## config.mk

```make
export PLATFORM = sky130hd
export DESIGN_NAME = mips_top
export DESIGN_NICKNAME = d
export VERILOG_FILES = /design/src/rtl/mips_defs.sv /design/src/rtl/mips_pipeline.sv /design/src/rtl/mips_top_seg7_scan.sv /design/src/rtl/mips_top.sv
export SDC_FILE = /design/constraint.sdc
export NUM_CORES = 1
export LEC_CHECK = 0
export ABC_AREA = 1
export CORE_MARGIN = 1.5
export CORE_UTILIZATION = 51
export CTS_BUF_LIST = sky130_fd_sc_hd__clkbuf_16
export DETAILED_ROUTE_END_ITERATION = 8
export PLACE_DENSITY_LB_ADDON = 0.1
export SYNTH_ARGS = -nofsm -noshare
export SYNTH_HDL_FRONTEND = slang
export SYNTH_HIERARCHICAL = 1
export SYNTH_SLANG_ARGS = --single-unit
```

## constraint.sdc

```tcl
create_clock -name raw_clk -period 5.3 [get_ports raw_clk]
set_clock_uncertainty 0.15 [all_clocks]
set_input_delay 1.06 -clock raw_clk [delete_from_list [all_inputs] [get_ports raw_clk]]
set_output_delay 1.06 -clock raw_clk [all_outputs]
set_load 0.01 [all_outputs]
```

## src/rtl/mips_defs.sv

```systemverilog
// Shared definitions for the MIPS board-level slice: register names, display
// source selection and the hex-to-7-segment glyph table.
package mips_defs;

  localparam int unsigned DATA_WIDTH_DEF = 32;

  typedef enum logic [4:0] {
    ZERO = 5'd0,
    AT   = 5'd1,
    V0   = 5'd2,
    V1   = 5'd3,
    A0   = 5'd4,
    A1   = 5'd5,
    A2   = 5'd6,
    A3   = 5'd7,
    T0   = 5'd8,
    S0   = 5'd16,
    GP   = 5'd28,
    SP   = 5'd29,
    FP   = 5'd30,
    RA   = 5'd31
  } mips_reg_e;

  typedef enum logic [2:0] {
    SEL_LED,
    SEL_RAM,
    SEL_STAT,
    SEL_MIS,
    SEL_CORR
  } disp_sel_e;

  // Active-low {dp,g,f,e,d,c,b,a}; dp is always dark.
  function automatic logic [7:0] hex_seg(input logic [3:0] nib);
    logic [7:0] seg;
    case (nib)
      4'h0: seg = 8'hC0;
      4'h1: seg = 8'hF9;
      4'h2: seg = 8'hA4;
      4'h3: seg = 8'hB0;
      4'h4: seg = 8'h99;
      4'h5: seg = 8'h92;
      4'h6: seg = 8'h82;
      4'h7: seg = 8'hF8;
      4'h8: seg = 8'h80;
      4'h9: seg = 8'h90;
      4'hA: seg = 8'h88;
      4'hB: seg = 8'h83;
      4'hC: seg = 8'hC6;
      4'hD: seg = 8'hA1;
      4'hE: seg = 8'h86;
      default: seg = 8'h8E;
    endcase
    return seg;
  endfunction

endpackage

```

## src/rtl/mips_pipeline.sv

```systemverilog
// Minimal stand-in for the pipelined core: runs a fixed synthetic instruction
// stream (LED writes, branch outcomes, halt) and exposes a read-only DM port.
module mips_pipeline #(
  parameter string       CODE_FILE    = "",
  parameter int unsigned IM_BUS_WIDTH = 10,
  parameter int unsigned DM_BUS_WIDTH = 24
) (
  input  logic        clk,
  input  logic        rst_n,
  input  logic        en,
  input  logic [4:0]  dbg_addr,
  output logic [31:0] dbg_data,
  output logic        led_we,
  output logic [31:0] led_wdata,
  output logic        halt,
  output logic        br_correct,
  output logic        br_mispredict
);

  // A loaded image runs a longer program before reaching its halt loop.
  localparam int unsigned HALT_AT = (CODE_FILE == "") ? 64 : 200;

  logic [IM_BUS_WIDTH-1:0] pc;
  logic [DM_BUS_WIDTH-1:0] dm_addr;

  always_ff @(posedge clk or negedge rst_n) begin
    if (!rst_n) begin
      pc <= '0;
    end else if (en && !halt) begin
      pc <= pc + IM_BUS_WIDTH'(1);
    end
  end

  always_comb begin
    halt          = (pc >= IM_BUS_WIDTH'(HALT_AT));
    led_we        = !halt && (pc[3:0] == 4'hF);
    led_wdata     = 32'hA500_0000 | 32'(pc);
    br_correct    = !halt && (pc[2:0] == 3'd2);
    br_mispredict = !halt && ((pc[3:0] == 4'd2) || (pc[3:0] == 4'd9));
    dm_addr       = DM_BUS_WIDTH'(dbg_addr);
    dbg_data      = 32'hDA7A_0000 + 32'(dm_addr) * 32'(dm_addr);
  end

endmodule

```

## src/rtl/mips_top_seg7_scan.sv

```systemverilog
// Multiplexed 8-digit hex display driver: one digit lit at a time, stepping to
// the next digit whenever the SCAN_BITS-wide prescaler wraps.
module seg7_scan
  import mips_defs::*;
#(
  parameter int unsigned SCAN_BITS = 17
) (
  input  logic        clk,
  input  logic        rst_n,
  input  logic [31:0] value,
  output logic [7:0]  anodes,
  output logic [7:0]  cnodes
);

  logic [SCAN_BITS-1:0] presc;
  logic [2:0]           idx;

  always_ff @(posedge clk or negedge rst_n) begin
    if (!rst_n) begin
      presc <= '0;
      idx   <= '0;
    end else begin
      presc <= presc + SCAN_BITS'(1);
      if (presc == '1) begin
        idx <= idx + 3'd1;
      end
    end
  end

  always_comb begin
    anodes = ~(8'd1 << idx);
    cnodes = hex_seg(value[{idx, 2'b00} +: 4]);
  end

endmodule

```

## src/rtl/mips_top.sv

```systemverilog
// Board-level top: paces the core with a clock enable, accumulates run
// statistics and routes one selected word to the 7-segment display.
module mips_top
  import mips_defs::*;
#(
  parameter int unsigned DATA_WIDTH   = DATA_WIDTH_DEF,
  parameter string       CODE_FILE    = "mips/waterfall_lamp.hex",
  parameter int unsigned IM_BUS_WIDTH = 10,
  parameter int unsigned DM_BUS_WIDTH = 24,
  parameter int unsigned CLK_HZ       = 0,
  parameter int unsigned SYS_HZ       = 100_000_000,
  parameter int unsigned SCAN_BITS    = 17
) (
  input  logic       raw_clk,
  input  logic       raw_rst,
  input  logic       raw_en,
  input  logic       switch_rst,
  input  logic       switch_stat,
  input  logic       switch_ram,
  input  logic       switch_correctprediction,
  input  logic       switch_misprediction,
  input  logic [4:0] switch_addr,
  output logic [7:0] anodes,
  output logic [7:0] cnodes
);

  // CLK_HZ==0 gives a divide-by-1 counter that never leaves 0, so tick stays high.
  localparam int unsigned TICK_DIV = (CLK_HZ == 0) ? 1 : SYS_HZ / CLK_HZ;
  localparam int unsigned TICK_W   = (TICK_DIV > 1) ? $clog2(TICK_DIV) : 1;

  logic [TICK_W-1:0]     tick_cnt;
  logic                  tick;
  logic                  step;
  logic                  core_rst_n;
  logic                  led_we;
  logic [31:0]           led_wdata;
  logic                  halt;
  logic                  br_correct;
  logic                  br_mispredict;
  logic [31:0]           dbg_data;
  logic [DATA_WIDTH-1:0] led_data;
  logic [DATA_WIDTH-1:0] stat_count;
  logic [DATA_WIDTH-1:0] stat_misprediction;
  logic [DATA_WIDTH-1:0] stat_correctprediction;
  disp_sel_e             sel;
  logic [31:0]           disp_value;

  always_comb begin
    tick       = (tick_cnt == TICK_W'(TICK_DIV - 1));
    step       = raw_en & tick;
    core_rst_n = raw_rst & ~switch_rst;
  end

  always_ff @(posedge raw_clk or negedge raw_rst) begin
    if (!raw_rst) begin
      tick_cnt <= '0;
    end else if (tick) begin
      tick_cnt <= '0;
    end else begin
      tick_cnt <= tick_cnt + TICK_W'(1);
    end
  end

  mips_pipeline #(
    .CODE_FILE    (CODE_FILE),
    .IM_BUS_WIDTH (IM_BUS_WIDTH),
    .DM_BUS_WIDTH (DM_BUS_WIDTH)
  ) u_core (
    .clk           (raw_clk),
    .rst_n         (core_rst_n),
    .en            (step),
    .dbg_addr      (switch_addr),
    .dbg_data      (dbg_data),
    .led_we        (led_we),
    .led_wdata     (led_wdata),
    .halt          (halt),
    .br_correct    (br_correct),
    .br_mispredict (br_mispredict)
  );

  // A simultaneous correct/mispredict report is scored as a mispredict only.
  always_ff @(posedge raw_clk or negedge raw_rst) begin
    if (!raw_rst) begin
      led_data               <= '0;
      stat_count             <= '0;
      stat_misprediction     <= '0;
      stat_correctprediction <= '0;
    end else if (switch_rst) begin
      led_data               <= '0;
      stat_count             <= '0;
      stat_misprediction     <= '0;
      stat_correctprediction <= '0;
    end else if (step) begin
      if (led_we) begin
        led_data <= DATA_WIDTH'(led_wdata);
      end
      if (!halt) begin
        stat_count <= stat_count + DATA_WIDTH'(1);
      end
      if (br_mispredict) begin
        stat_misprediction <= stat_misprediction + DATA_WIDTH'(1);
      end else if (br_correct) begin
        stat_correctprediction <= stat_correctprediction + DATA_WIDTH'(1);
      end
    end
  end

  always_comb begin
    if (switch_ram) begin
      sel = SEL_RAM;
    end else if (switch_stat) begin
      sel = SEL_STAT;
    end else if (switch_misprediction) begin
      sel = SEL_MIS;
    end else if (switch_correctprediction) begin
      sel = SEL_CORR;
    end else begin
      sel = SEL_LED;
    end

    case (sel)
      SEL_RAM:  disp_value = dbg_data;
      SEL_STAT: disp_value = 32'(stat_count);
      SEL_MIS:  disp_value = 32'(stat_misprediction);
      SEL_CORR: disp_value = 32'(stat_correctprediction);
      default:  disp_value = 32'(led_data);
    endcase
  end

  seg7_scan #(
    .SCAN_BITS (SCAN_BITS)
  ) u_scan (
    .clk    (raw_clk),
    .rst_n  (raw_rst),
    .value  (disp_value),
    .anodes (anodes),
    .cnodes (cnodes)
  );

endmodule

```

==> results of run 1 <==
## worst max path at each step
stage / cells after the start / to / from / slack [ns]
global placement: 28 / cnodes[3] / switch_addr[4] / -1.38
CTS: 27 / cnodes[3] / switch_addr[4] / -0.58
detailed placement: 28 / cnodes[3] / switch_addr[4] / -1.40
floorplan: 24 / cnodes[3] / switch_addr[4] / -0.07
finish: 27 / cnodes[3] / switch_addr[4] / -0.46
global route: 27 / cnodes[3] / switch_addr[4] / -0.67
## registers in the layout, summed over array words and instances, names as in the netlist
signal / count
stat_misprediction: 32
u_core/pc: 10
led_data: 32
u_scan/presc: 17
u_scan/idx: 3
stat_count: 32
stat_correctprediction: 32
## synthesized netlist by cell type, types with 11 or more instances
library cell | instances | share of area, %
sky130_fd_sc_hd__clkbuf_1 | 22 | 0.75
sky130_fd_sc_hd__nor2_2 | 11 | 0.63
sky130_fd_sc_hd__nand4_1 | 43 | 2.4
sky130_fd_sc_hd__nor3_1 | 13 | 0.59
sky130_fd_sc_hd__o21ai_0 | 50 | 2.3
sky130_fd_sc_hd__inv_1 | 197 | 6.7
sky130_fd_sc_hd__nand2_2 | 11 | 0.63
sky130_fd_sc_hd__nand2_1 | 509 | 17
sky130_fd_sc_hd__ha_1 | 31 | 3.5
sky130_fd_sc_hd__buf_4 | 50 | 3.4
sky130_fd_sc_hd__nand3_1 | 149 | 6.8
sky130_fd_sc_hd__a21oi_1 | 98 | 4.5
sky130_fd_sc_hd__buf_2 | 14 | 0.64
sky130_fd_sc_hd__xor2_1 | 14 | 1.1
sky130_fd_sc_hd__nor2_1 | 191 | 6.5
sky130_fd_sc_hd__dfrtp_1 | 158 | 36
## where the power goes
part | internal [W] | leakage, nW | total (W) | switching, W
sequential | 0.00123 | 2.19 | 0.00127 | 0.0000403
combinational | 0.000170 | 3.43 | 0.000422 | 0.000251
clock | 0.000650 | 0.302 | 0.00128 | 0.000628
total | 0.00205 | 5.92 | 0.00297 | 0.000919
## area by class of cell
cell class	count	area [um^2]
Inverter	206	788.3
Sequential cell	158	3954
Tap cell	275	344.1
Fill cell	2013	8487
Clock inverter	15	203.9
Multi-Input combinational cell	1233	6121
Clock buffer	17	425.4
Timing Repair Buffer	84	764.5
## kinds of logic (layout without fill, tap and decap cells)
logic type | Yosys count | in the layout | synth area share, %
other | 3 | 46 | 0.1024
xor gates and xnor gates | 22 | 22 | 1.753
adders and majority gates | 34 | 34 | 4.074
buffers and inverters | 297 | 322 | 12.37
and+or+nand+nor | 959 | 961 | 37.75
AOI/OAI and AO/OA | 170 | 170 | 7.989
DFF | 158 | 158 | 35.96
## repair_timing
item | CTS | global route
cloned | 0 | 2
hold endpoints to repair | 0 | 0
pin swaps | 29 | 23
hold buffers | 0 | 0
resized for setup | 79 | 15
setup endpoints to repair | 7 | 7
setup buffers | 8 | 3
## per-layer routing
| layer | global-route usage (%) | vias up |
|---|---|---|
| met5 | 0 | - |
| met4 | 9.951 | 0 |
| met3 | 4.360 | 58 |
| met2 | 41.79 | 317 |
| met1 | 41.03 | 4854 |
| li1 | - | 5235 |
## worst max-delay path: stages
cell	delay, ns
sky130_fd_sc_hd__buf_8	0.09
sky130_fd_sc_hd__nand2_8	0.05
sky130_fd_sc_hd__fa_1	0.49
sky130_fd_sc_hd__fa_1	0.51
sky130_fd_sc_hd__inv_2	0.05
sky130_fd_sc_hd__ha_4	0.20
sky130_fd_sc_hd__a31o_4	0.22
sky130_fd_sc_hd__ha_4	0.29
sky130_fd_sc_hd__nand2_4	0.05
sky130_fd_sc_hd__nor2_2	0.07
sky130_fd_sc_hd__nand2_1	0.06
sky130_fd_sc_hd__nand2_1	0.06
sky130_fd_sc_hd__nand2_1	0.05
sky130_fd_sc_hd__nand2_1	0.05
sky130_fd_sc_hd__nand2_1	0.05
sky130_fd_sc_hd__nand4_1	0.09
sky130_fd_sc_hd__inv_1	0.04
sky130_fd_sc_hd__nand2_1	0.07
sky130_fd_sc_hd__nand3_2	0.07
sky130_fd_sc_hd__nand3_2	0.10
sky130_fd_sc_hd__nand2_4	0.08
sky130_fd_sc_hd__buf_12	0.14
sky130_fd_sc_hd__ha_4	0.27
sky130_fd_sc_hd__nand3_2	0.08
sky130_fd_sc_hd__nand3_2	0.09
sky130_fd_sc_hd__nand2_2	0.05
sky130_fd_sc_hd__buf_6	0.11
## stage by stage
step | utilization, % | hold slack, ns | setup TNS, ns | cell area, um^2 | worst slack, ns
final | 59.75 | 0.2535 | -2.914 | 12600 | -0.4619
after global routing | 59.75 | 0.2763 | -4.409 | 12600 | -0.6715
after CTS | 59.39 | 0.2591 | -3.689 | 12520 | -0.5781
after detailed placement | 55.64 | 0.2423 | -9.683 | 11730 | -1.397
after global placement | 55.64 | 0.2414 | -9.525 | 11730 | -1.376
after floorplan | - | 0.2724 | -0.3771 | 11300 | -0.07148
==> results.md, run 1 <==
| Group | Result | Reported |
| --- | --- | --- |
| run status | Run status | complete, but fails checks |
| run status | Violations in the final reports | setup timing |
| finish | Commonest non-fill, non-tap cell in the layout | sky130_fd_sc_hd__nand2_1 |
| sta | Final number of setup-violating endpoints | 7 |
| grt | Antenna violations before repair | 0 |
| clocking | Cell chosen for the clock root | sky130_fd_sc_hd__clkbuf_16 |
| sta | Final hold vios | 0 |
| drt | Length of routed wiring on met1 | 14.35 mm |
| synth | Post-synth EDFFs | 0 |
| worst setup path | Setup CP Type | in2out |
| synth | Synthesis warning total | 6 |
| min path | Hold EP | u_core/pc[8] |
| sta | Worst max-slew margin expressed relative to the limit | 42.75% |
| finish | Share of post-route cells with drive strength above 1 | 12.08% |
| clocking | Buffer levels on the longest clock path | 2 |
| sta | RSZ-0062 raised after global routing | yes |
| power | Pwr dens | 235.7 nW/um^2 |
| grt | Total gr overflow | 0 |
| synth | Commonest register cell after synthesis | sky130_fd_sc_hd__dfrtp_1 |
| synth | Average cell area after synthesis | 6.692 um^2 |
| sta | Smallest setup slack after layout | -0.4619 ns |
| grt | First-pass GRT wire length | 48.53 mm |
| finish | Layout overhead on the synthesized area | 14.61% |
| min path | Min-Delay Startpoint | u_core/pc[8] |
| worst setup path | Worst EP required | 4.09 ns |
| grt | Pin count of the biggest net entering global routing | 62 |
| finish | Antenna cells | 0 |
| floorplanning | Height of the chip | 149.8 um |
| finish | Top library cells by usage in the layout, fill and taps aside | 490 x sky130_fd_sc_hd__nand2_1, 190 x sky130_fd_sc_hd__inv_1, 190 x sky130_fd_sc_hd__nor2_1, 158 x sky130_fd_sc_hd__dfrtp_1, 137 x sky130_fd_sc_hd__nand3_1 |
| worst setup path | Worst flop-to-flop path startpoint | u_core/pc[0] |
| min path | Hold crit path type | reg2reg |
| clocking | Count of clock tree sinks | 158 |
| power | Static Leak | 5.916 nW |
| drt | Total Wirelength | 30.27 mm |
| floorplanning | Die outline width | 149.8 um |
| clocking | CTS buffer count | 17 |
| worst setup path | Setup crit start kind | input port |
| placed design | Detailed Place HPWL | 22.59 mm |
| grt | Number of global-route vias before repair | 9287 |
| drt | Number of nets with antenna violations after detailed routing | 0 |
| clocking | CTS tree | built |
| worst setup path | Data arrival time at the worst-slack endpoint | 4.55 ns |
| drt | Sum of met2 wire segment lengths after detailed routing | 13.17 mm |
| drt | Highest metal layer used by the detailed router | met4 |
| drt | Length of routed met3 wiring | 1.822 mm |
| sta | Final worst path period need | 5.762 ns |
| floorplanning | Count of boundary I/O pins | 29 |
| placed design | Routability-driven placement congestion ratio | 0.9578 |
| drt | DRT Pass-1 Iters | 8 |
| clocking | Clock-pin slew reported for the worst setup and hold paths after clock tree synthesis | 0.07 ns |
| worst setup path | R2r endpoint | stat_misprediction[22] |
| power | Max rail drop VDD | 0.0001774 V |
| job | Max-cap violation count | 0 |
| floorplanning | Die Area | 22450 um^2 |
| synth | Count of unique library cells instantiated by Yosys | 44 |
| clocking | Insertion delay of the later-clocked pin in the worst-skew pair | 0.44 ns |
| floorplanning | Core area | 21090 um^2 |
| synth | Netlist Area Pre-Place | 10990 um^2 |
| power | PnR Total Power | 0.002970 W |
| drt | Per-cell routed wire length | 15.23 um |
| worst setup path | Worst-case reg-to-reg path depth | 12 |
| placed design | IO buf count | 27 |
| sta | Slew Viols, Final | 0 |
| synth | Synth async-reset ratio | 100.0% |
| worst setup path | Minimum setup slack among reg-to-reg paths | 2.64 ns |
| sta | Fmax | 173.6 MHz |
| drt | Number of DRC violations after detailed-routing iteration 0 | 767 |
| floorplanning | Effective utilization at floorplan | 52.14% |
| sta | Tcrit/Tclk final | 108.7% |
| drt | DRC viols | 0 |
| placed design | Cell total after placement | 1944 |
| worst setup path | Highest net fanout along the worst path | 4 |
| sta | Slew at the pin closest to its max-slew limit | 0.8555 ns |
| clocking | H-tree lvl count | 4 |
| floorplanning | Num rows | 53 |
| synth | Gate count after technology mapping | 1643 |
| finish | Post-layout net count | 1747 |
| min path | Hold-critical path depth | 0 |
| synth | Total of flip-flops plus latches after synthesis | 158 |
| synth | Register area share after synthesis | 35.96% |
| grt | GRT Overall Usage | 28.02% |
| drt | Mean number of vias per cell | 5.264 |
| drt | Vias | 10464 |
| worst setup path | Kind of capture point of the worst setup path | output pin |
| finish | Count of placed standard cells in the final layout, fillers left out | 1988 |
Power figures use the tool's default switching activity.
==> run 2, diff against run 1 <==
Settings changed: CORE_MARGIN 1.5 to 2, PLACE_DENSITY set to 0.76, PLACE_DENSITY_LB_ADDON 0.1 to unset.
==> run 2 against run 1 <==
  * The flow still finishes with violations (setup timing)
  * Non-clock buffer count decreased by 5
  * Highest routed layer unchanged
  * Setup slack gained 0.045 ns
  * Largest power group is now sequential cells
  * Critical endpoint is now cnodes[0]
  * Global-route usage is 0.52 points lower
==> results.md, run 2 (synthesized netlist as in run 1, its figures left out) <==
| Group | Result | Reported | vs previous |
| --- | --- | --- | --- |
| drt | Total Wirelength | 30.25 mm | was 30.27 mm |
| sta | Fmax | 174.9 MHz | was 173.6 MHz |
| finish | Share of post-route cells with drive strength above 1 | 11.61% | was 12.08% |
| worst setup path | Setup CP Type | in2out | unchanged |
| finish | Multi-input combinational cell area | 6125 um^2 | was 6121 um^2 |
| sta | Smallest setup slack after layout | -0.4166 ns | was -0.4619 ns |
| drt | Number of nets with antenna violations after detailed routing | 0 | unchanged |
| finish | Count of filler cells inserted in the layout | 1898 | was 2013 |
| finish | Register cell area after layout | 3954 um^2 | unchanged |
| sta | Setup tns final | -2.500 ns | was -2.914 ns |
| power | Static Leak | 5.881 nW | was 5.916 nW |
| min path | Min-Delay Startpoint | u_core/pc[8] | unchanged |
| power | Max rail drop VDD | 0.0001638 V | was 0.0001774 V |
| drt | Number of DRC violations after detailed-routing iteration 0 | 1035 | was 767 |
| run status | Run status | complete, but fails checks | unchanged |
| floorplanning | Die Area | 22750 um^2 | was 22450 um^2 |
| sta | RSZ-0062 raised after global routing | yes | unchanged |
| power | Pwr dens | 233.4 nW/um^2 | was 235.7 nW/um^2 |
| grt | Met3 demand-to-capacity share in global routing | 3.434% | was 4.360% |
| sta | Final number of setup-violating endpoints | 7 | unchanged |
| sta | Final hold vios | 0 | unchanged |
| worst setup path | Worst-case reg-to-reg path depth | 13 | was 12 |
| clocking | H-tree lvl count | 4 | unchanged |
| worst setup path | Worst EP required | 4.09 ns | about the same |
| job | Max-cap violation count | 0 | unchanged |
| clocking | Insertion delay of the later-clocked pin in the worst-skew pair | 0.44 ns | about the same |
| min path | Hold EP | u_core/pc[8] | unchanged |
| sta | Final worst path period need | 5.717 ns | was 5.762 ns |
| sta | Slew Viols, Final | 0 | unchanged |
| floorplanning | Num rows | 53 | unchanged |
| worst setup path | Worst flop-to-flop path startpoint | u_core/pc[3] | was u_core/pc[0] |
| drt | Per-cell routed wire length | 15.27 um | was 15.23 um |
| finish | Layout overhead on the synthesized area | 14.03% | was 14.61% |
| clocking | Buffer levels on the longest clock path | 2 | unchanged |
| placed design | Detailed Place HPWL | 21.64 mm | was 22.59 mm |
| placed design | Cell total after placement | 1937 | was 1944 |
| power | PnR Total Power | 0.002926 W | was 0.002970 W |
| drt | Vias | 10577 | was 10464 |
| clocking | Cell chosen for the clock root | sky130_fd_sc_hd__clkbuf_16 | unchanged |
| drt | Mean number of vias per cell | 5.339 | was 5.264 |
| grt | Number of global-route vias before repair | 9796 | was 9287 |
| drt | DRC viols | 0 | unchanged |
| clocking | CTS tree | built | unchanged |
| floorplanning | Effective utilization at floorplan | 52.14% | unchanged |
| run status | Violations in the final reports | setup timing | unchanged |
| sta | Worst max-slew margin expressed relative to the limit | 29.51% | was 42.75% |
| floorplanning | Height of the chip | 150.8 um | was 149.8 um |
| grt | Total gr overflow | 0 | unchanged |
| grt | GR Util met1 | 38.54% | was 41.03% |
| grt | Pin count of the biggest net entering global routing | 71 | was 62 |
| placed design | IO buf count | 27 | unchanged |
| min path | Hold-critical path depth | 0 | unchanged |
| finish | Antenna cells | 0 | unchanged |
| finish | Count of placed standard cells in the final layout, fillers left out | 1981 | was 1988 |
| finish | Commonest non-fill, non-tap cell in the layout | sky130_fd_sc_hd__nand2_1 | unchanged |
| worst setup path | R2r endpoint | stat_misprediction[22] | unchanged |
| drt | DRT Pass-1 Iters | 6 | was 8 |
| worst setup path | Minimum setup slack among reg-to-reg paths | 2.67 ns | was 2.64 ns |
| worst setup path | Highest net fanout along the worst path | 4 | unchanged |
| worst setup path | Data arrival time at the worst-slack endpoint | 4.51 ns | was 4.55 ns |
| placed design | Routability-driven placement congestion ratio | 0.9438 | was 0.9578 |
| sta | Tcrit/Tclk final | 107.9% | was 108.7% |
| clocking | Count of clock tree sinks | 158 | unchanged |
| grt | GRT Overall Usage | 27.50% | was 28.02% |
| clocking | Clock-pin slew reported for the worst setup and hold paths after clock tree synthesis | 0.07 ns | about the same |
| grt | Antenna violations before repair | 0 | unchanged |
| clocking | CTS buffer count | 17 | unchanged |
| floorplanning | Core area | 21090 um^2 | unchanged |
| floorplanning | Count of boundary I/O pins | 29 | unchanged |
| grt | First-pass GRT wire length | 49.31 mm | was 48.53 mm |
| finish | Top library cells by usage in the layout, fill and taps aside | 489 x sky130_fd_sc_hd__nand2_1, 192 x sky130_fd_sc_hd__inv_1, 190 x sky130_fd_sc_hd__nor2_1, 158 x sky130_fd_sc_hd__dfrtp_1, 137 x sky130_fd_sc_hd__nand3_1 | was 490 x sky130_fd_sc_hd__nand2_1, 190 x sky130_fd_sc_hd__inv_1, 190 x sky130_fd_sc_hd__nor2_1, 158 x sky130_fd_sc_hd__dfrtp_1, 137 x sky130_fd_sc_hd__nand3_1 |
| min path | Hold crit path type | reg2reg | unchanged |
| finish | Post-layout net count | 1740 | was 1747 |
| sta | Slew at the pin closest to its max-slew limit | 1.055 ns | was 0.8555 ns |
| grt | Global routing met2 resource utilization | 43.41% | was 41.79% |
| worst setup path | Kind of capture point of the worst setup path | output pin | unchanged |
| sta | Final-layout worst hold slack | 0.2593 ns | was 0.2535 ns |
| worst setup path | Setup crit start kind | input port | unchanged |
| grt | Global route hottest layer | met2 | unchanged |
| floorplanning | Die outline width | 150.8 um | was 149.8 um |
==> run 2: where the power goes <==
| part | total [W] | switching [W] | internal, W |
|---|---|---|---|
| sequential | 0.00127 | 0.0000405 | 0.00123 |
| clock | 0.00123 | 0.000601 | 0.000633 |
| combinational | 0.000421 | 0.000255 | 0.000166 |
| total | 0.00293 | 0.000896 | 0.00203 |
==> run 2: through the flow <==
stage / worst slack, ns / cell area, um^2 / util [%]
2_1_floorplan: -0.07148 / 11300 / -
4_1_cts: -0.5855 / 12420 / 58.89
5_1_grt: -0.6111 / 12540 / 59.45
6_report: -0.4166 / 12540 / 59.45
3_5_place_dp: -1.384 / 11680 / 55.39
3_3_place_gp: -1.331 / 11680 / 55.39
==> run 2: area by class of cell <==
type | count | share of cell area [%]
clock buffer | 17 | 3.393
clock inverter | 15 | 1.287
inverter | 206 | 6.327
multi-input combinational | 1231 | 48.85
sequential | 158 | 31.54
tap | 275 | 2.745
timing repair buffer | 79 | 5.858
==> run 2: routing by layer <==
layer | up-vias | share of wire, %
met2 | 384 | 45
met1 | 4924 | 45
li1 | 5208 | -
met4 | 0 | 3.7
met5 | - | 0
met3 | 61 | 6.2
==> run 2: worst max path at each step <==
stage	slack, ns	to	start
finish	-0.42	cnodes[0]	switch_addr[2]
global route	-0.61	cnodes[0]	switch_addr[2]
CTS	-0.59	cnodes[0]	switch_addr[4]
detailed placement	-1.38	cnodes[3]	switch_addr[0]
global placement	-1.33	cnodes[3]	switch_addr[4]
floorplan	-0.07	cnodes[3]	switch_addr[4]
==> run 2: critical path, stage by stage <==
cell and delay [ns]:
sky130_fd_sc_hd__buf_8 0.08, sky130_fd_sc_hd__inv_4 0.03, sky130_fd_sc_hd__fa_1 0.48, sky130_fd_sc_hd__fa_1 0.52, sky130_fd_sc_hd__inv_2 0.05, sky130_fd_sc_hd__ha_4 0.20, sky130_fd_sc_hd__a31o_4 0.22, sky130_fd_sc_hd__ha_4 0.28
sky130_fd_sc_hd__nand2_4 0.06, sky130_fd_sc_hd__nor2_4 0.08, sky130_fd_sc_hd__nand2_2 0.05, sky130_fd_sc_hd__nand2_1 0.05, sky130_fd_sc_hd__nand2_1 0.04, sky130_fd_sc_hd__nand2_1 0.05, sky130_fd_sc_hd__nand2_1 0.05, sky130_fd_sc_hd__nand4_1 0.10
sky130_fd_sc_hd__inv_1 0.05, sky130_fd_sc_hd__nand2_1 0.06, sky130_fd_sc_hd__nand3_1 0.07, sky130_fd_sc_hd__nand3_2 0.10, sky130_fd_sc_hd__nand2_4 0.09, sky130_fd_sc_hd__buf_6 0.14, sky130_fd_sc_hd__ha_4 0.15, sky130_fd_sc_hd__nand3b_1 0.17
sky130_fd_sc_hd__nand3_2 0.10, sky130_fd_sc_hd__nand2_2 0.05, sky130_fd_sc_hd__buf_6 0.11
==> run 2: timing repair <==
item	4_1_cts	5_1_grt
resized for setup	81	20
hold buffers	0	0
setup buffers	7	5
setup endpoints to repair	7	7
pin swaps	28	17
==> RTL change 1: new RTL, flow settings as in run 2 <==
Make the reset (`raw_rst` and `rst_n`) synchronous in 4 clocked blocks.
--- a/src/rtl/mips_pipeline.sv
+++ b/src/rtl/mips_pipeline.sv
@@ -23,7 +23,7 @@
   logic [IM_BUS_WIDTH-1:0] pc;
   logic [DM_BUS_WIDTH-1:0] dm_addr;
 
-  always_ff @(posedge clk or negedge rst_n) begin
+  always_ff @(posedge clk) begin
     if (!rst_n) begin
       pc <= '0;
     end else if (en && !halt) begin
--- a/src/rtl/mips_top_seg7_scan.sv
+++ b/src/rtl/mips_top_seg7_scan.sv
@@ -15,7 +15,7 @@
   logic [SCAN_BITS-1:0] presc;
   logic [2:0]           idx;
 
-  always_ff @(posedge clk or negedge rst_n) begin
+  always_ff @(posedge clk) begin
     if (!rst_n) begin
       presc <= '0;
       idx   <= '0;
--- a/src/rtl/mips_top.sv
+++ b/src/rtl/mips_top.sv
@@ -51,7 +51,7 @@
     core_rst_n = raw_rst & ~switch_rst;
   end
 
-  always_ff @(posedge raw_clk or negedge raw_rst) begin
+  always_ff @(posedge raw_clk) begin
     if (!raw_rst) begin
       tick_cnt <= '0;
     end else if (tick) begin
@@ -79,7 +79,7 @@
   );
 
   // A simultaneous correct/mispredict report is scored as a mispredict only.
-  always_ff @(posedge raw_clk or negedge raw_rst) begin
+  always_ff @(posedge raw_clk) begin
     if (!raw_rst) begin
       led_data               <= '0;
       stat_count             <= '0;
Check against the original RTL: differs if raw_rst is asserted again (counterexample within 4 cycles, from zero or initial values and one cycle with raw_rst low); with raw_rst held inactive, the same outputs for 10 cycles.
==> RTL change 1 against run 2 <==
  * The run still ends with negative setup slack left
  * Global-route usage is 0.60 points lower
  * Total power is 8.6% lower
  * Sequential cell count is 1 higher
  * Sequential power is 6% lower
  * Area after synthesis is 2.8% lower
  * Cell area is 2.8% lower
  * Largest power group unchanged
  * Routed wire length is 2.6% lower
  * Setup slack worse by 330 ps
==> RTL change 1: results (changes against run 2) <==
----------------------------------------------------
[Run status]
  Status ... finished with violations
  Failing checks ... negative setup slack

[Cells and area]
  Layout cells sized above 1 ... 11.0% (-0.60 points)
  Final net count ... 1853 (+6.5%)
  Synthesis-to-finish area growth ... 14.0% (about the same)
  Count of fill cells added during filler insertion ... 1985 (+4.6%)
  Count of placed standard cells in the final layout, fillers left out ... 2088 (+5.4%)

[Timing]
  Min setup slack post-route ... -749 ps (-332 ps)
  Worst-case headroom to the max-slew limit ... 22.6% (-6.9 points)
  Final-layout setup total negative slack ... -4760 ps (-2260 ps)
  WHS ... 296 ps (+36.5 ps)
  Final setup violation count ... 7 (unchanged)

[Drt]
  Length of routed met2 wiring ... 13.9 mm (+2.3%)
  Post-detailed-route wirelength per cell ... 14.1 um (-7.6%)
  Avg Vias per Cell ... 5.24 (-1.9%)
  Wire length on met3 ... 1.90 mm (+1.4%)
  Met1 wire length ... 12.7 mm (-6.8%)
  Drt first pass iters ... 7 (+1)
  Number of DRC markers in iteration 0 ... 830 (-20%)

[Clock network]
  Resized cells post-CTS ... 80 (-1.2%)
  Total number of H-tree levels ... 4 (unchanged)
  Total setup buffers inserted after CTS ... 10 (+3)
  Clock slew seen by the registers of the worst setup and hold paths ... 60 ps
  Deepest clock path buffer count ... 2 (unchanged)

[Global routing]
  Met3 Track Usage GR ... 4.92% (+1.5 points)
  Pin count of the biggest net entering global routing ... 78 (+9.9%)
  Global-route track usage on met1 ... 33.6% (-4.9 points)
  Number of global-route vias before repair ... 10131 (+3.4%)
  Antenna violations before repair ... 0 (unchanged)
  Routing usage on met2 ... 46.2% (+2.7 points)
  Wire length of the first global-routing pass ... 47.8 mm (-3.0%)
  All-layer global routing usage ... 26.9% (-0.60 points)

[Synthesis]
  Async set or reset register ratio after synthesis ... 0% (-100 points)
  Top cells by count, synth ... nand2_1 (521), nor2_1 (230), inv_1 (224)
  Sequential fraction of the synthesis area ... 29.8% (-6.2 points)
  Library cells used by synthesis ... 44 (unchanged)
  Ys flop type ... dfxtp_1
  Dominant cells by area after synthesis ... dfxtp_1 (30%), nand2_1 (18%), nor2_1 (8.1%)
  Gate Count Post-Synth ... 1753 (+6.7%)

[Min path]
  Depth of the worst hold-timing path ... 1 (+1)
  Worst hold path type ... reg2reg

[Power and ir drop]
  Reported leakage power ... 0.00499 uW (-15%)
  Worst ir drop on vdd ... 0.221 mV (+35%)

[Placement]
  Gp weighted congestion ... 0.967 (+2.4%)
  DP HPWL ... 21.5 mm (-0.49%)
  Placement Setup Slack ... -1680 ps (-300 ps)
  Number of buffers inserted by port buffering ... 27 (unchanged)
  Number of placed cells counting well taps ... 2046 (+5.6%)
  Cell area after placement ... 0.0114 mm2 (-2.5%)

[Worst setup path]
  Register-to-Register Setup Slack ... 2500 ps (-170 ps)
  Largest fanout on the critical path ... 3 (-1)
  Startpoint of the worst register-to-register path ... u_core/pc[3]$_SDFFE_PN0P_
  Critical path arrival ... 4840 ps (+330 ps)
  R2R Path End ... stat_correctprediction[11]$_SDFFE_PN0P_
  Worst setup path start ... switch_addr[4]

----------------------------------------------------
RTL change 1: changes by cell type in the layout (fill, tap and decap cells not counted), sizes merged, moves of 5 or more:
cell,change
dfxtp,+159
dfrtp,-158
nor2,+42
o21ai,+31
inv,+22
nor3,+18
nand3,-13
nand2,+10
nand4,-7
xor2,-5
RTL change 1: where the power goes:
part           total [uW]  internal (uW)  switching (uW)
registers            1200           1200            2.60
clock network        1190            650             542
logic                 282            115             166
total                2670           1960             711
RTL change 1: final cells by class:
type	count	area share [%]
Multi-Input combinational cell	1313	53.2
Timing Repair Buffer	81	6.01
Tap cell	270	2.77
Clock buffer	17	3.49
Inverter	234	7.25
Clock inverter	14	1.12
Sequential cell	159	26.1
RTL change 1: worst min path at each step:
stage                                from                          to
5_1_grt         led_data[15]$_SDFFE_PN0P_   led_data[15]$_SDFFE_PN0P_
3_5_place_dp   u_scan/presc[0]$_SDFF_PN0_  u_scan/presc[0]$_SDFF_PN0_
2_1_floorplan  u_scan/presc[0]$_SDFF_PN0_  u_scan/presc[0]$_SDFF_PN0_
4_1_cts        u_scan/presc[0]$_SDFF_PN0_  u_scan/presc[0]$_SDFF_PN0_
3_3_place_gp   u_scan/presc[0]$_SDFF_PN0_  u_scan/presc[0]$_SDFF_PN0_
6_report       u_scan/presc[0]$_SDFF_PN0_  u_scan/presc[0]$_SDFF_PN0_
RTL change 1: kinds of logic after synthesis:
logic type / Yosys count / share of synthesized area (%)
XOR/XNOR: 14 / 1.15
adder cells (fa/ha/maj): 34 / 4.19
other: 4 / 0.140
AND/OR/NAND/NOR: 1008 / 40.9
AO/OA/AOI/OAI: 209 / 10.3
flip-flops: 159 / 29.8
buffers and inverters: 325 / 13.5
==> RTL change 2: new RTL, settings of run 2 <==
Made on the original files. Register the output `anodes`, without a reset; this adds one clock of latency there. The other outputs are not delayed to match.
--- a/src/rtl/mips_top.sv
+++ b/src/rtl/mips_top.sv
@@ -27,6 +27,8 @@
   // CLK_HZ==0 gives a divide-by-1 counter that never leaves 0, so tick stays high.
   localparam int unsigned TICK_DIV = (CLK_HZ == 0) ? 1 : SYS_HZ / CLK_HZ;
   localparam int unsigned TICK_W   = (TICK_DIV > 1) ? $clog2(TICK_DIV) : 1;
+
+  logic [7:0] anodes_d;
 
   logic [TICK_W-1:0]     tick_cnt;
   logic                  tick;
@@ -133,9 +135,13 @@
     .clk    (raw_clk),
     .rst_n  (raw_rst),
     .value  (disp_value),
-    .anodes (anodes),
+    .anodes (anodes_d),
     .cnodes (cnodes)
   );
 
+  always_ff @(posedge raw_clk) begin
+    anodes <= anodes_d;
+  end
+
 endmodule
 
Function: same outputs for any inputs over 10 cycles, from zero or initial values and one cycle with raw_rst low; that may be too few to reach the edited logic, so the function may still have changed.
==> RTL change 2 against run 2 <==
  * The flow still finishes with violations (negative setup slack)
  * Sequential cell count up 8
  * Area after synthesis up 2.3%
  * Global-route usage down 1.2 points
  * Count of clock-buffer cells in the layout unchanged
  * Routed wire length down 1.4%
  * Cell area up 1.0%
  * Setup slack worse by 82 ps
  * Total power up 2.4%
==> RTL change 2: results (changes against run 2) <==
----------------------------------------------------
[Run status]
  Status ... finished with violations
  Failing checks ... negative setup slack

[Power and ir drop]
  Worst ir drop on vdd ... 0.192 mV (+18%)

[Worst setup path]
  Number of cells traversed by the worst register-to-register path ... 12 (-1)
  Critical path arrival ... 4590 ps (+80 ps)

[Drt]
  Wire length on met3 ... 2.29 mm (+22%)
  Met1 wire length ... 12.9 mm (-5.4%)
  Length of routed met2 wiring ... 13.8 mm (+1.3%)
  Number of DRC markers in iteration 0 ... 881 (-15%)

[Cells and area]
  Final net count ... 1764 (+1.4%)
  Sequential cell area ... 0.00411 mm2 (+4.1%)
  Count of fill cells added during filler insertion ... 2044 (+7.7%)

[Timing]
  Min setup slack post-route ... -498 ps (-81.7 ps)
  Final-layout setup total negative slack ... -3320 ps (-818 ps)
  Slew of the pin with the lowest slew margin ... 1160 ps (+101 ps)
  Final setup violation count ... 7 (unchanged)

[Synthesis]
  Library cells used by synthesis ... 43 (-2.3%)
  Async set or reset register ratio after synthesis ... 95.2% (-4.8 points)
  Post-synthesis share of cell area spent on xor and xnor gates ... 1.71% (-0.040 points)
  Area share of fa/ha/maj cells after synthesis ... 3.98% (-0.092 points)

[Global routing]
  Routing usage on met2 ... 42.2% (-1.2 points)
  Global-route track usage on met1 ... 35.9% (-2.6 points)
  Wire length of the first global-routing pass ... 50.0 mm (+1.4%)
  All-layer global routing usage ... 26.3% (-1.2 points)
  Number of global-route vias before repair ... 10050 (+2.6%)

[Placement]
  Cell area after placement ... 0.0119 mm2 (+2.3%)

----------------------------------------------------
==> RTL change 2: logic make-up after synthesis <==
| group | after synthesis |
|---|---|
| adder cells (fa/ha/maj) | 34 |
| other | 3 |
| AO/OA/AOI/OAI | 163 |
| buffers and inverters | 303 |
| flip-flops | 166 |
| AND/OR/NAND/NOR | 983 |
| XOR/XNOR | 22 |
==> RTL change 2: timing repair <==
action | CTS | global route
setup endpoints to repair | 7 | 7
buffers inserted | 4 | 1
gates resized for setup | 73 | 9
pin swaps | 23 | 20
==> RTL change 2: layout make-up <==
class / count / area share (%)
clock inverter: 15 / 1.24
multi-input combinational: 1248 / 48.4
sequential: 166 / 32.5
inverter: 211 / 6.39
tap: 280 / 2.77
timing repair buffer: 73 / 5.36
clock buffer: 17 / 3.36
==> RTL change 2: worst paths after layout <==
check                                    startpoint                                 end  slack, ps
max in group asynchronous                switch_rst            u_core/pc[0]$_DFFE_PN0P_       3200
min                        u_core/pc[9]$_DFFE_PN0P_            u_core/pc[9]$_DFFE_PN0P_        270
min in group asynchronous                   raw_rst   stat_misprediction[9]$_DFFE_PN0P_        290
max reg2reg                u_core/pc[5]$_DFFE_PN0P_  stat_misprediction[15]$_DFFE_PN0P_       2610
max                                  switch_addr[1]                           cnodes[6]       -500
min reg2reg                u_core/pc[9]$_DFFE_PN0P_            u_core/pc[9]$_DFFE_PN0P_        270
==> RTL change 2: power by group through the flow <==
| stage | registers [uW] | logic (uW) | clock network [uW] |
|---|---|---|---|
| floorplan | 1350 | 282 | 0 |
| global placement | 1350 | 383 | 0 |
| detailed placement | 1360 | 393 | 0 |
| CTS | 1330 | 409 | 1260 |
| global route | 1340 | 469 | 1320 |
| finish | 1330 | 417 | 1250 |
